$ cat config.mk
export PLATFORM = sky130hd
export DESIGN_NAME = vme_lbus_ctrl
export DESIGN_NICKNAME = d
export VERILOG_FILES = /design/src/rtl/vme_lbus_pkg.sv /design/src/rtl/strobe_sync.sv /design/src/rtl/vme_lbus_ctrl.sv
export SDC_FILE = /design/constraint.sdc
export NUM_CORES = 1
export LEC_CHECK = 0
export ABC_AREA = 1
export CAP_MARGIN = 20
export CORE_UTILIZATION = 48
export DETAILED_ROUTE_END_ITERATION = 16
export PLACE_DENSITY = 0.93
export SYNTH_ARGS = -nofsm -noshare
export SYNTH_HDL_FRONTEND = slang
export SYNTH_SLANG_ARGS = --single-unit
export TNS_END_PERCENT = 5
$ cat constraint.sdc
create_clock -name SYSCLK -period 2.9 [get_ports SYSCLK]
set_input_delay 0.58 -clock SYSCLK [delete_from_list [all_inputs] [get_ports SYSCLK]]
set_output_delay 0.58 -clock SYSCLK [all_outputs]
set_load 0.01 [all_outputs]
$ cat src/rtl/vme_lbus_pkg.sv
// Shared types and constants for the VME local-bus sequencer.
//   FA_W      : register word address width (VME A[6:2])
//   D_W       : data width of the VME and local buses
//   TO_W      : width of the timed-out access counter
//   DTACK_ACT : level of FDTACK while the cycle is acknowledged
//   state_e   : sequencer states
package vme_lbus_pkg;

  localparam int unsigned FA_W      = 5;
  localparam int unsigned D_W       = 32;
  localparam int unsigned TO_W      = 8;
  localparam logic        DTACK_ACT = 1'b0;

  typedef enum logic [2:0] {
    StHold,
    StIdle,
    StSetup,
    StAccess,
    StDtack
  } state_e;

endpackage

$ cat src/rtl/strobe_sync.sv
// Multi-stage flop synchronizer for the two CPLD strobes (read, write).
//   clk_i    : system clock
//   rst_i    : synchronous reset, active-high; clears every stage to 0
//   strobe_i : {FRS, FWS} straight from the pins, asynchronous
//   strobe_o : {rs, ws} after SYNC_STAGES flops
module strobe_sync #(
  parameter int unsigned SYNC_STAGES = 2
) (
  input  logic       clk_i,
  input  logic       rst_i,
  input  logic [1:0] strobe_i,
  output logic [1:0] strobe_o
);

  logic [SYNC_STAGES-1:0][1:0] sync_q;

  always_ff @(posedge clk_i) begin
    if (rst_i) begin
      sync_q <= '0;
    end else begin
      sync_q <= {sync_q[SYNC_STAGES-2:0], strobe_i};
    end
  end

  assign strobe_o = sync_q[SYNC_STAGES-1];

endmodule

$ cat src/rtl/vme_lbus_ctrl.sv
// VME A32/D32 register-access sequencer: one local-bus read or write per CPLD strobe, then DTACK.
//   SYSCLK/RST        : clock, synchronous active-high reset
//   FRS/FWS           : read/write strobes from the CPLD (asynchronous)
//   FA/FD_IN          : register word address and write data, sampled at the end of the settle time
//   FD_OUT/FD_OE      : read data toward VME and its output enable
//   FDTACK            : DTACK to the CPLD, active-low
//   LB_ADDR/LB_WDATA  : local-bus address and write data, held between accesses
//   LB_WE/LB_RE       : one-cycle local-bus write/read pulses
//   LB_RDATA/LB_ACK   : local-bus read data and completion strobe
//   TO_CNT            : saturating count of accesses that ended on timeout
module vme_lbus_ctrl
  import vme_lbus_pkg::*;
#(
  parameter int unsigned    SYNC_STAGES = 2,
  parameter int unsigned    SETTLE      = 1,
  parameter int unsigned    TIMEOUT     = 64,
  parameter logic [D_W-1:0] TO_RDATA    = 32'hDEAD_BEEF
) (
  input  logic            SYSCLK,
  input  logic            RST,
  input  logic            FRS,
  input  logic            FWS,
  input  logic [FA_W-1:0] FA,
  input  logic [D_W-1:0]  FD_IN,
  output logic [D_W-1:0]  FD_OUT,
  output logic            FD_OE,
  output logic            FDTACK,
  output logic [FA_W-1:0] LB_ADDR,
  output logic [D_W-1:0]  LB_WDATA,
  output logic            LB_WE,
  output logic            LB_RE,
  input  logic [D_W-1:0]  LB_RDATA,
  input  logic            LB_ACK,
  output logic [TO_W-1:0] TO_CNT
);

  localparam int unsigned      CNT_W      = 8;
  localparam logic [CNT_W-1:0] HoldCnt    = CNT_W'(SYNC_STAGES);
  localparam logic [CNT_W-1:0] SettleCnt  = CNT_W'(SETTLE);
  localparam logic [CNT_W-1:0] TimeoutCnt = CNT_W'(TIMEOUT);

  logic [1:0] strb_sync;
  logic       rs, ws;

  strobe_sync #(
    .SYNC_STAGES(SYNC_STAGES)
  ) u_strobe_sync (
    .clk_i    (SYSCLK),
    .rst_i    (RST),
    .strobe_i ({FRS, FWS}),
    .strobe_o (strb_sync)
  );

  assign rs = strb_sync[1];
  assign ws = strb_sync[0];

  state_e          state_q, state_d;
  logic [CNT_W-1:0] cnt_q, cnt_d;
  logic             rd_q, rd_d;
  logic [FA_W-1:0]  lb_addr_q, lb_addr_d;
  logic [D_W-1:0]   lb_wdata_q, lb_wdata_d;
  logic             lb_we_q, lb_we_d;
  logic             lb_re_q, lb_re_d;
  logic [D_W-1:0]   fd_out_q, fd_out_d;
  logic             fd_oe_q, fd_oe_d;
  logic             fdtack_q, fdtack_d;
  logic [TO_W-1:0]  to_cnt_q, to_cnt_d;

  always_comb begin
    state_d    = state_q;
    cnt_d      = cnt_q;
    rd_d       = rd_q;
    lb_addr_d  = lb_addr_q;
    lb_wdata_d = lb_wdata_q;
    lb_we_d    = 1'b0;
    lb_re_d    = 1'b0;
    fd_out_d   = fd_out_q;
    fd_oe_d    = fd_oe_q;
    fdtack_d   = fdtack_q;
    to_cnt_d   = to_cnt_q;

    unique case (state_q)
      // The synchronizer holds reset zeros for SYNC_STAGES cycles; wait them out so a strobe
      // held across reset is seen as busy and never served.
      StHold: begin
        if (cnt_q != '0) begin
          cnt_d = cnt_q - CNT_W'(1);
        end else if (!rs && !ws) begin
          state_d = StIdle;
        end
      end
      StIdle: begin
        if (rs ^ ws) begin
          state_d = StSetup;
          cnt_d   = SettleCnt;
          rd_d    = rs;
        end
      end
      StSetup: begin
        if (!(rd_q ? rs : ws)) begin
          state_d = StIdle;
        end else if (cnt_q == '0) begin
          lb_addr_d  = FA;
          lb_wdata_d = FD_IN;
          lb_re_d    = rd_q;
          lb_we_d    = !rd_q;
          cnt_d      = '0;
          state_d    = StAccess;
        end else begin
          cnt_d = cnt_q - CNT_W'(1);
        end
      end
      // Strobes are ignored here: an aborted master still lets the local cycle finish.
      StAccess: begin
        if (LB_ACK || (cnt_q == TimeoutCnt)) begin
          state_d  = StDtack;
          fdtack_d = DTACK_ACT;
          fd_oe_d  = rd_q;
          if (LB_ACK) begin
            if (rd_q) fd_out_d = LB_RDATA;
          end else begin
            if (rd_q) fd_out_d = TO_RDATA;
            if (to_cnt_q != {TO_W{1'b1}}) to_cnt_d = to_cnt_q + TO_W'(1);
          end
        end else begin
          cnt_d = cnt_q + CNT_W'(1);
        end
      end
      StDtack: begin
        if (!rs && !ws) begin
          fdtack_d = ~DTACK_ACT;
          fd_oe_d  = 1'b0;
          state_d  = StIdle;
        end
      end
      default: state_d = StHold;
    endcase
  end

  always_ff @(posedge SYSCLK) begin
    if (RST) begin
      state_q    <= StHold;
      cnt_q      <= HoldCnt;
      rd_q       <= 1'b0;
      lb_addr_q  <= '0;
      lb_wdata_q <= '0;
      lb_we_q    <= 1'b0;
      lb_re_q    <= 1'b0;
      fd_out_q   <= '0;
      fd_oe_q    <= 1'b0;
      fdtack_q   <= ~DTACK_ACT;
      to_cnt_q   <= '0;
    end else begin
      state_q    <= state_d;
      cnt_q      <= cnt_d;
      rd_q       <= rd_d;
      lb_addr_q  <= lb_addr_d;
      lb_wdata_q <= lb_wdata_d;
      lb_we_q    <= lb_we_d;
      lb_re_q    <= lb_re_d;
      fd_out_q   <= fd_out_d;
      fd_oe_q    <= fd_oe_d;
      fdtack_q   <= fdtack_d;
      to_cnt_q   <= to_cnt_d;
    end
  end

  assign FD_OUT   = fd_out_q;
  assign FD_OE    = fd_oe_q;
  assign FDTACK   = fdtack_q;
  assign LB_ADDR  = lb_addr_q;
  assign LB_WDATA = lb_wdata_q;
  assign LB_WE    = lb_we_q;
  assign LB_RE    = lb_re_q;
  assign TO_CNT   = to_cnt_q;

endmodule
After elaboration in Yosys (flattened, before gate mapping)
Index checks and enable logic that the tools add are counted.
Operators by class
  reduce and logical (&&, ||, !) cells: 18
  add/sub/neg operators: 3
  eq/ne operators: 14
  bitwise logic cells: 5
  multiplexer cells: 23
Operators with widths (count)
  two-way mux 32 bit: 3
  two-way mux 8 bit: 5
  case mux 8 bit (4 select lines): 1
  two-way mux 3 bit: 6
  adder 8 x 1 -> 8 bit, second input constant: 2
  case mux 3 bit (5 select lines): 1
  != test 2 bit, second input constant: 7
  AND reduction 3 bit: 3
  == test 8 x 7 -> 1 bit, second input constant: 1
  zero test 8 bit: 1
  != test 8 bit, second input constant: 1
  AND reduction 4 bit: 2
  nonzero test 8 bit: 1
  subtractor 8 x 1 -> 8 bit, second input constant: 1
  == test 3 x 2 -> 1 bit, second input constant: 2
  two-way mux 1 bit: 5
  AND reduction 5 bit: 1
  NOT 1 bit: 4
  case mux 1 bit (2 select lines): 2
  nonzero test 4 bit: 1
  OR reduction 4 bit: 1
  == test 3 x 1 -> 1 bit, second input constant: 1
  == test 3 bit, second input constant: 1
  zero test 1 bit: 3
  other kinds (7): 7
Storage, ports and cells
  register bits: 97
  bits of input ports: 74

Logic depth before layout (Yosys ltp)
Gate-level depths: netlist of the first run.
  depth after elaboration: 5
  depth in mapped cells: 13
  gate-level depth less buffers: 13

Modules after synthesis
A second synthesis of the first run with hierarchy kept.
Unflattened totals
  cells, all modules: 585
  area, all modules: 4456.8 µm²
Modules (own cells, without submodules)
  vme_lbus_ctrl: area each 4331.7 µm², times used 1, cells each 571, sequential area each 1861.8 µm²
  strobe_sync: area each 125.1 µm², times used 1, cells each 14, sequential area each 80.1 µm²

Worst setup path after synthesis of the first run
OpenSTA, ideal clock, no wires.
  path type: input-to-reg
  start: input port LB_ACK
  end: register fd_out_q[11], in the netlist FD_OUT[11]
  data required time: 2.768 ns
  setup slack: 1.288 ns
  arrival: 1.480 ns
  setup time: 0.132 ns
  stages: 9
  buffers on the path: 2
  cells stage by stage: buf_2 inv_2 nand2_2 nand2_4 nor2_8 inv_4 buf_4 nand2_1 a21oi_1
Between the ends
  cells in the longest elaborated chain, start to end: 2
  elaborated cells between the ends (all ways): 3
  classes of those cells: mux (1); reduce/logical (2)
Ends and longest elaborated chain
  from (decl): line vme_lbus_ctrl.sv:33  | input logic LB_ACK,
  logical OR 1 bit: line vme_lbus_ctrl.sv:115  | if (LB_ACK || (cnt_q == TimeoutCnt)) begin
  AND reduction 3 bit (no source line)
  to (signal assigned): line vme_lbus_ctrl.sv:161  | fd_out_q <= fd_out_d;
  to (decl): line vme_lbus_ctrl.sv:64  | logic [D_W-1:0] fd_out_q, fd_out_d;
Parallel ways exist; a longest one is shown, timed or not.
A chain may end at the register's enable or synchronous reset.

Worst setup path after layout of the first run
  start: register cnt_q[0]
  end: register lb_wdata_q[12], in the netlist LB_WDATA[12]
Between the ends
  cells in the longest elaborated chain, start to end: 2
Ends and longest elaborated chain
  from (decl): line vme_lbus_ctrl.sv:58  | logic [CNT_W-1:0] cnt_q, cnt_d;
  from (signal assigned): line vme_lbus_ctrl.sv:143  | cnt_q <= HoldCnt;
  from (signal assigned): line vme_lbus_ctrl.sv:155  | cnt_q <= cnt_d;
  zero test 8 bit: line vme_lbus_ctrl.sv:102  | end else if (cnt_q == '0) begin
  AND reduction 3 bit (no source line)
  to (signal assigned): line vme_lbus_ctrl.sv:158  | lb_wdata_q <= lb_wdata_d;
  to (decl): line vme_lbus_ctrl.sv:61  | logic [D_W-1:0] lb_wdata_q, lb_wdata_d;
Every way passes these cells.

==> flow_summary.ini, run 1 <==
[pwr]
power_mw = 3.157
ir_worst_vdd_mv = 0.3201
cellLeakagePower_nw = 2.281
power.density_mw_per_mm2 = 527.5

[timing]
whs_ns = 0.4104
fin_skew_ns = 0.01775
final_max_slew_viol_count = 0
timing.final.crit_share_pct = 74.93
rsz0062_at_grt = false
setup_viol = 0
hold_violations = 0
final.setup.worst_slack_ns = 0.7270
period_needed_ns = 2.173
fmax_mhz = 460.2
slew_headroom_pct = 62.74
worst_slew_pin_slew_ns = 0.5569
setup_tns_ns = 0

[global_route]
grt_overflow = 0
grt_first_pass_wirelength_mm = 16.93
grt.total_usage_pct = 23.49
antenna_found_initial = 1
grt_max_degree = 48
grt_pass1_vias = 3806

[worst_hold_path]
hold_class = reg -> reg

[synth]
ys_ff_latch = 97
yosys.cell_count.top_type = nand2_1
yosysTopAreaCell = dfxtp_1
synth-edff-count = 0
synthArstFlopShare_pct = 0
synth-seq-area-share_pct = 45.45
avgSynthCellArea_um2 = 7.671
synth_area_leaders = dfxtp_1, a21oi_1, nand2_1, o21ai_0, inv_1
netlist_instances = 557
synth_flop_cell = dfxtp_1
synthesis.area_mm2 = 0.004273
synth_top_area_share_pct = 45.45
synth_cell_types = 31
synth_warnings = 0
synth_nets = 635
synth_commonest_cells = nand2_1, dfxtp_1, a21oi_1, inv_1, o21ai_0

[worst_setup_path]
required_ns = 3.14
end_kind = flop
crit_type = reg -> reg
worstSetupStartpointType = flop
crit_arrival_ns = 2.42
critPathMaxFanout = 42

[placed_design]
port_buffers = 154
hpwl_mm = 8.251
place_area_mm2 = 0.005804
gp_congestion = 0.9414
dp_slack_ns = 0.6197
dp.cells = 797

[cts]
clk_latency_ns = 0.37
tritoncts = done
clk_pin_slew_ns = 0.09
cts-resized-gates = 0
cts_made_buffers = 9
clkSinkCount = 97
cts-hold-fix-buffers = 0
cts_root_buf = clkbuf_8
h-tree-depth = 3
clockBufferDepth = 2
postCtsSetupBuffers = 0

[floorplanning]
die_h_um = 96.35
dieArea_mm2 = 0.009283
ios = 155
core_mm2 = 0.008678
initial_core_util_pct = 49.24
die_w_um = 96.35
rows = 34

[finish]
finalInstanceArea_mm2 = 0.005984
syn_to_final_growth_pct = 40.06
drive_gt1_share_pct = 7.518
final_cells = 814
final_nets = 778
postLayoutCoreUtil_pct = 68.96

[route]
wl_mm = 11.16
via_per_inst = 5.157
drt-pass1-iter-count = 5
drtAntennaViolNets = 0
drc = 0
wl_per_cell_um = 13.71
drt-initial-drc-count = 212
vias = 4198

[run_status]
status = finished, final reports clean

[flow_run]
max-cap-violations = 0
[cell type report]
class / count / area, um2
repair buffers: 160 / 1594
clock inverters: 6 / 50.05
diodes: 1 / 2.502
fillers: 632 / 2694
inverters: 69 / 261.5
clock buffers: 10 / 127.6
well taps: 108 / 135.1
multi-input cells: 363 / 1872
flip-flops and latches: 97 / 1942
[critical path, cell delays in order, from the launching register on]
cell     delay, ns
dfxtp_1       0.35
inv_1         0.10
ha_1          0.24
nand2_4       0.10
nor2_8        0.13
nand2_2       0.12
nor2_4        0.11
nand2_2       0.32
buf_12        0.31
o21ai_0       0.22
a21oi_1       0.06
[where the power goes]
part	leakage, nW	internal, mW	switching, mW	total [mW]
clock	0.0839	0.323	0.485	0.808
sequential	0.784	1.39	0.0778	1.47
combinational	1.41	0.351	0.527	0.878
[placed cells by master (no fill, tap or decap), types with 2 or more instances in the layout]
cell type / instances
clkdlybuf4s50_1: 153
nand2_4: 3
inv_2: 7
o21ai_1: 25
nor2_4: 2
clkinvlp_4: 2
a21oi_2: 5
nor3_1: 7
xnor2_1: 3
nand2_2: 5
nand2_1: 99
clkbuf_8: 9
nor2_8: 3
nand3_1: 23
nand3b_4: 2
inv_6: 3
inv_1: 61
xor2_1: 8
nand4_1: 5
ha_1: 4
buf_4: 5
a21oi_1: 77
nor2_1: 37
dfxtp_1: 97
o21ai_0: 50
[metal layers]
layer / GRT usage (%) / up-vias / routed length [um]
li1: - / 2093 / -
met1: 26.07 / 1926 / 4401
met2: 41.73 / 155 / 5572
met3: 5.845 / 24 / 920
met4: 11.40 / 0 / 265
met5: 0 / - / 0
[registers in the layout (all words and copies together) (netlist names)]
signal,flops
FDTACK,1
FD_OE,1
FD_OUT,32
LB_ADDR,5
LB_RE,1
LB_WDATA,32
LB_WE,1
TO_CNT,8
cnt_q,8
rd_q,1
state_q,3
u_strobe_sync.strobe_o,2
u_strobe_sync.sync_q,2
[worst paths after layout]
path	from	end	slack, ns	cells after the start
max	cnt_q[0]$_SDFFE_PP0P_	LB_WDATA[12]$_SDFFE_PP0P_	0.73	10
min	u_strobe_sync.sync_q[0]$_SDFF_PP0_	u_strobe_sync.strobe_o[0]$_SDFF_PP0_	0.41	2
max reg2reg	cnt_q[0]$_SDFFE_PP0P_	LB_WDATA[12]$_SDFFE_PP0P_	0.73	10
min reg2reg	u_strobe_sync.sync_q[0]$_SDFF_PP0_	u_strobe_sync.strobe_o[0]$_SDFF_PP0_	0.41	2
[kinds of logic (layout without fill, tap and decap cells)]
logic type	after synthesis	after routing	share of synthesized area, %
other	0	1	0
and+or+nand+nor	189	189	21.14
AOI/OAI and AO/OA	159	159	19.24
adders and majority gates	4	4	1.171
xor gates and xnor gates	11	11	2.255
buffers and inverters	97	245	10.75
DFF	97	97	45.45
No activity file was read; power rests on OpenSTA's default activity.
==> inputs of run 2 (changes only) <==
--- a/config.mk
+++ b/config.mk
@@ -7,9 +7,9 @@
 export LEC_CHECK = 0
 export ABC_AREA = 1
 export CAP_MARGIN = 20
-export CORE_UTILIZATION = 48
+export CORE_UTILIZATION = 45
 export DETAILED_ROUTE_END_ITERATION = 16
-export PLACE_DENSITY = 0.93
+export PLACE_DENSITY = 0.89
 export SYNTH_ARGS = -nofsm -noshare
 export SYNTH_HDL_FRONTEND = slang
 export SYNTH_SLANG_ARGS = --single-unit
==> constraint.sdc (replaced) <==
create_clock -name SYSCLK -period 2.1 [get_ports SYSCLK]
set_input_delay 0.42 -clock SYSCLK [delete_from_list [all_inputs] [get_ports SYSCLK]]
set_output_delay 0.42 -clock SYSCLK [all_outputs]
set_load 0.01 [all_outputs]
==> flow_summary.ini, run 2 (synthesis gave the netlist of run 1 again) <==
[run_status]
status = finished, final reports clean

[finish]
drive_gt1_share_pct = 7.790
num_antenna_cells = 0
finalInstanceArea_mm2 = 0.006070
layout_commonest_cell = clkdlybuf4s50_1
postLayoutCoreUtil_pct = 65.69
final_cells = 835
syn_to_final_growth_pct = 42.05
layout.cells.most_common_list = clkdlybuf4s50_1, nand2_1, dfxtp_1
fill_cells = 753
final_nets = 779

[worst_setup_path]
r2r-start = cnt_q[0]$_SDFFE_PP0P_
worstSetupStartpoint = cnt_q[0]$_SDFFE_PP0P_
crit_type = reg -> reg
max_stage_delay_ns = 0.34
crit_buf_inv = 2
crit_arrival_ns = 2.14
path_delay_family = simple AND/OR/NAND/NOR gates
required_ns = 2.34
crit_chain = inv_1 > ha_1 > nand2_4 > nor2_8 > nand2_4 > nand2_2 > nand2_4 > nor2_8 > inv_4 > nand2_1 > a21oi_1
cp_slowest_cell = dfxtp_1
cpMostUsedCell = nand2_4
end_kind = flop
worstSetupStartpointType = flop
critPathMaxFanout = 33

[timing]
hold_violations = 0
setup_tns_ns = 0
fin_skew_ns = 0.02245
period_needed_ns = 1.906
worst_slew_pin_slew_ns = 0.5045
final_max_slew_viol_count = 0
timing.final.crit_share_pct = 90.76
final.setup.worst_slack_ns = 0.1940
setup_viol = 0
whs_ns = 0.4178
slew_headroom_pct = 66.37
fmax_mhz = 524.7
rsz0062_at_grt = false

[floorplanning]
die_h_um = 99.45
initial_core_util_pct = 46.24
core_mm2 = 0.009240
die_w_um = 99.45
dieArea_mm2 = 0.009889
rows = 35
ios = 155

[cts]
clk_pin_slew_ns = 0.11
cts-resized-gates = 0
cts_root_buf = clkbuf_8
tritoncts = done
cts_made_buffers = 9
postCtsSetupBuffers = 0
clockBufferDepth = 2
cts-hold-fix-buffers = 0
h-tree-depth = 3
clk_latency_ns = 0.37
clkSinkCount = 97

[route]
via_per_inst = 5.072
drtAntennaViolNets = 0
wl_mm = 11.09
vias = 4235
drt-pass1-iter-count = 5
drt-initial-drc-count = 221
drc = 0
wl_per_cell_um = 13.28

[worst_hold_path]
hold_path_startpoint = u_strobe_sync.sync_q[1]$_SDFF_PP0_
hold_class = reg -> reg

[global_route]
grt.total_usage_pct = 22.76
grt_max_degree = 77
grt_pass1_vias = 4008
antenna_found_initial = 0
grt_first_pass_wirelength_mm = 18.21
grt_overflow = 0

[placed_design]
dp_slack_ns = 0.1636
port_buffers = 154
hpwl_mm = 7.848
gp_congestion = 0.8732
place_area_mm2 = 0.005851
dp.cells = 819

[pwr]
power.density_mw_per_mm2 = 750.8
power_mw = 4.557
ir_worst_vdd_mv = 0.5880
cellLeakagePower_nw = 2.310

[flow_run]
max-cap-violations = 0
-- run 2: cell types whose count changed in the layout (fill, tap and decap cells not counted) --
cell and change:
buf_12 +1, bufinv_16 +1, clkbuf_1 -1, clkinv_4 -1
clkinv_8 +1, diode_2 -1, inv_6 -3, inv_8 +3
-- run 2: where the power goes --
part / switching, mW / total, mW / internal, mW
Clock: 0.722 / 1.31 / 0.585
Combinational: 0.738 / 1.22 / 0.485
Sequential: 0.103 / 2.03 / 1.92
Total: 1.56 / 4.56 / 2.99
-- run 2: path summary, 6_finish.rpt --
| kind | endpoint | slack (ns) | cells past startpoint |
|---|---|---|---|
| min reg2reg | u_strobe_sync.strobe_o[1]$_SDFF_PP0_ | 0.42 | 2 |
| max reg2reg | FD_OUT[24]$_SDFFE_PP0P_ | 0.19 | 11 |
| min | u_strobe_sync.strobe_o[1]$_SDFF_PP0_ | 0.42 | 2 |
| max | FD_OUT[24]$_SDFFE_PP0P_ | 0.19 | 11 |
-- run 2: worst reg2reg max path, cell delays in order (launching register included) --
cell	delay (ns)
dfxtp_1	0.34
inv_1	0.10
ha_1	0.24
nand2_4	0.10
nor2_8	0.13
nand2_4	0.06
nand2_2	0.08
nand2_4	0.10
nor2_8	0.24
inv_4	0.20
nand2_1	0.12
a21oi_1	0.08
-- run 2: layout make-up --
type	count	area, um2	share of cell area [%]
Inverter	69	261.5	4.308
Timing Repair Buffer	161	1614	26.59
Clock inverter	7	95.09	1.567
Tap cell	129	161.4	2.659
Multi-Input combinational cell	363	1872	30.84
Clock buffer	9	123.9	2.041
Sequential cell	97	1942	31.99
-- run 2: layer usage --
| metal | global-route usage, % | up-vias | share of wire (%) | wire (um) |
|---|---|---|---|---|
| met1 | 26.75 | 1912 | 41 | 4497 |
| li1 | - | 2091 | - | - |
| met2 | 38.73 | 196 | 49 | 5394 |
| met5 | 0 | - | 0 | 0 |
| met4 | 10.18 | 0 | 3.1 | 341 |
| met3 | 6.325 | 36 | 7.7 | 854 |
==> inputs of run 3 (changes only) <==
--- a/config.mk
+++ b/config.mk
@@ -6,9 +6,9 @@
 export NUM_CORES = 1
 export LEC_CHECK = 0
 export ABC_AREA = 1
-export CAP_MARGIN = 20
 export CORE_UTILIZATION = 45
 export DETAILED_ROUTE_END_ITERATION = 16
+export MAX_ROUTING_LAYER = met4
 export PLACE_DENSITY = 0.89
 export SYNTH_ARGS = -nofsm -noshare
 export SYNTH_HDL_FRONTEND = slang
==> flow_summary.ini, run 3 (synthesis gave the netlist of run 1 again) <==
[run_status]
status = finished, final reports clean

[global_route]
grt_pass1_vias = 4012
grt_overflow = 0
use_met3_pct = 5.341
grtUsageMet1_pct = 27.42
antenna_found_initial = 0
busiest_layer = met2
met2_usage_pct = 38.57
grt.total_usage_pct = 23.43
grt_max_degree = 77
grt_first_pass_wirelength_mm = 18.17

[worst_setup_path]
required_ns = 2.39
worstSetupStartpointType = flop
critPathMaxFanout = 33
crit_arrival_ns = 2.20
end_kind = flop
crit_type = reg -> reg

[timing]
hold_violations = 0
fin_skew_ns = 0.02259
period_needed_ns = 1.911
setup_tns_ns = 0
fmax_mhz = 523.2
whs_ns = 0.4192
worst_slew_pin_slew_ns = 0.4975
final_max_slew_viol_count = 0
rsz0062_at_grt = false
slew_headroom_pct = 66.83
setup_viol = 0
timing.final.crit_share_pct = 91.02

[pwr]
p_switching_mw = 1.563
power_frac_clock_pct = 28.8
power.density_mw_per_mm2 = 750.9
power_mw = 4.557
seq_power_share_pct = 44.5
internal_power_mw = 2.994
cellLeakagePower_nw = 2.310
p_sw_share_pct = 34.31
ir_worst_vdd_mv = 0.5876
comb_power_share_pct = 26.8

[finish]
final_nets = 779
drive_gt1_share_pct = 7.790
num_antenna_cells = 0
layout.cells.most_common_list = clkdlybuf4s50_1, nand2_1, dfxtp_1
layout_commonest_cell = clkdlybuf4s50_1
syn_to_final_growth_pct = 42.05

[placed_design]
hpwl_mm = 7.848
gp_congestion = 0.8876
port_buffers = 154

[cts]
h-tree-depth = 3
cts_root_buf = clkbuf_8
cts_made_buffers = 9
clkSinkCount = 97
clk_pin_slew_ns = 0.11
cts-hold-fix-buffers = 0
tritoncts = done
cts-resized-gates = 0
clockBufferDepth = 2
clk_latency_ns = 0.37
postCtsSetupBuffers = 0

[floorplanning]
die_h_um = 99.45
die_w_um = 99.45
dieArea_mm2 = 0.009889
rows = 35
core_mm2 = 0.009240
initial_core_util_pct = 46.24
ios = 155

[route]
via_per_inst = 5.056
vias = 4222
drc = 0
drtAntennaViolNets = 0
wl_mm = 11.06
drt-pass1-iter-count = 5
wl_per_cell_um = 13.25
drt-initial-drc-count = 219

[worst_hold_path]
hold_class = reg -> reg

[flow_run]
max-cap-violations = 0
## run 3: per-layer routing
metal  up-vias  wire (um)
met5         -          0
met3        34        827
met2       211       5366
met4         0        335
li1       2085          -
met1      1892       4532
## run 3: final timing paths
| check | startpoint | to | slack, ns | cells past startpoint |
|---|---|---|---|---|
| worst min register to register | u_strobe_sync.sync_q[1]$_SDFF_PP0_ | u_strobe_sync.strobe_o[1]$_SDFF_PP0_ | 0.42 | 2 |
| worst min-delay path | u_strobe_sync.sync_q[1]$_SDFF_PP0_ | u_strobe_sync.strobe_o[1]$_SDFF_PP0_ | 0.42 | 2 |
| worst max register to register | cnt_q[0]$_SDFFE_PP0P_ | FD_OUT[24]$_SDFFE_PP0P_ | 0.19 | 11 |
| worst max-delay path | cnt_q[0]$_SDFFE_PP0P_ | FD_OUT[24]$_SDFFE_PP0P_ | 0.19 | 11 |
## run 3: power by group through the flow
stage / logic [mW] / clock network, mW / registers, mW
after floorplan: 0.898 / 0 / 2.05
after global placement: 1.13 / 0 / 2.06
after detailed placement: 1.20 / 0 / 2.06
after CTS: 1.21 / 1.33 / 2.02
after global routing: 1.38 / 1.42 / 2.04
final: 1.22 / 1.31 / 2.03
## run 3: through the flow
step / setup WS (ns) / instance area (um2) / std cells / util [%]
floorplan: 0.4985 / 4273 / 557 / -
global placement: 0.2121 / 5851 / 819 / 63.32
detailed placement: 0.1636 / 5851 / 819 / 63.32
CTS: 0.1947 / 6070 / 835 / 65.69
global route: 0.03203 / 6070 / 835 / 65.69
finish: 0.1886 / 6070 / 835 / 65.69
## run 3: layout make-up
cell class | count | area [um2]
fill | 753 | 3171
clock buffer | 9 | 123.9
timing repair buffer | 161 | 1614
clock inverter | 7 | 95.09
sequential | 97 | 1942
multi-input combinational | 363 | 1872
tap | 129 | 161.4
inverter | 69 | 261.5
## run 3: worst max-delay path, stage by stage (launching register included)
cell and delay [ns]:
dfxtp_1 0.38, inv_1 0.09, ha_1 0.25, nand2_4 0.13, nor2_8 0.05, nand2_4 0.08, nand2_2 0.06, nand2_4 0.13
nor2_8 0.08, inv_4 0.28, nand2_1 0.11, a21oi_1 0.19
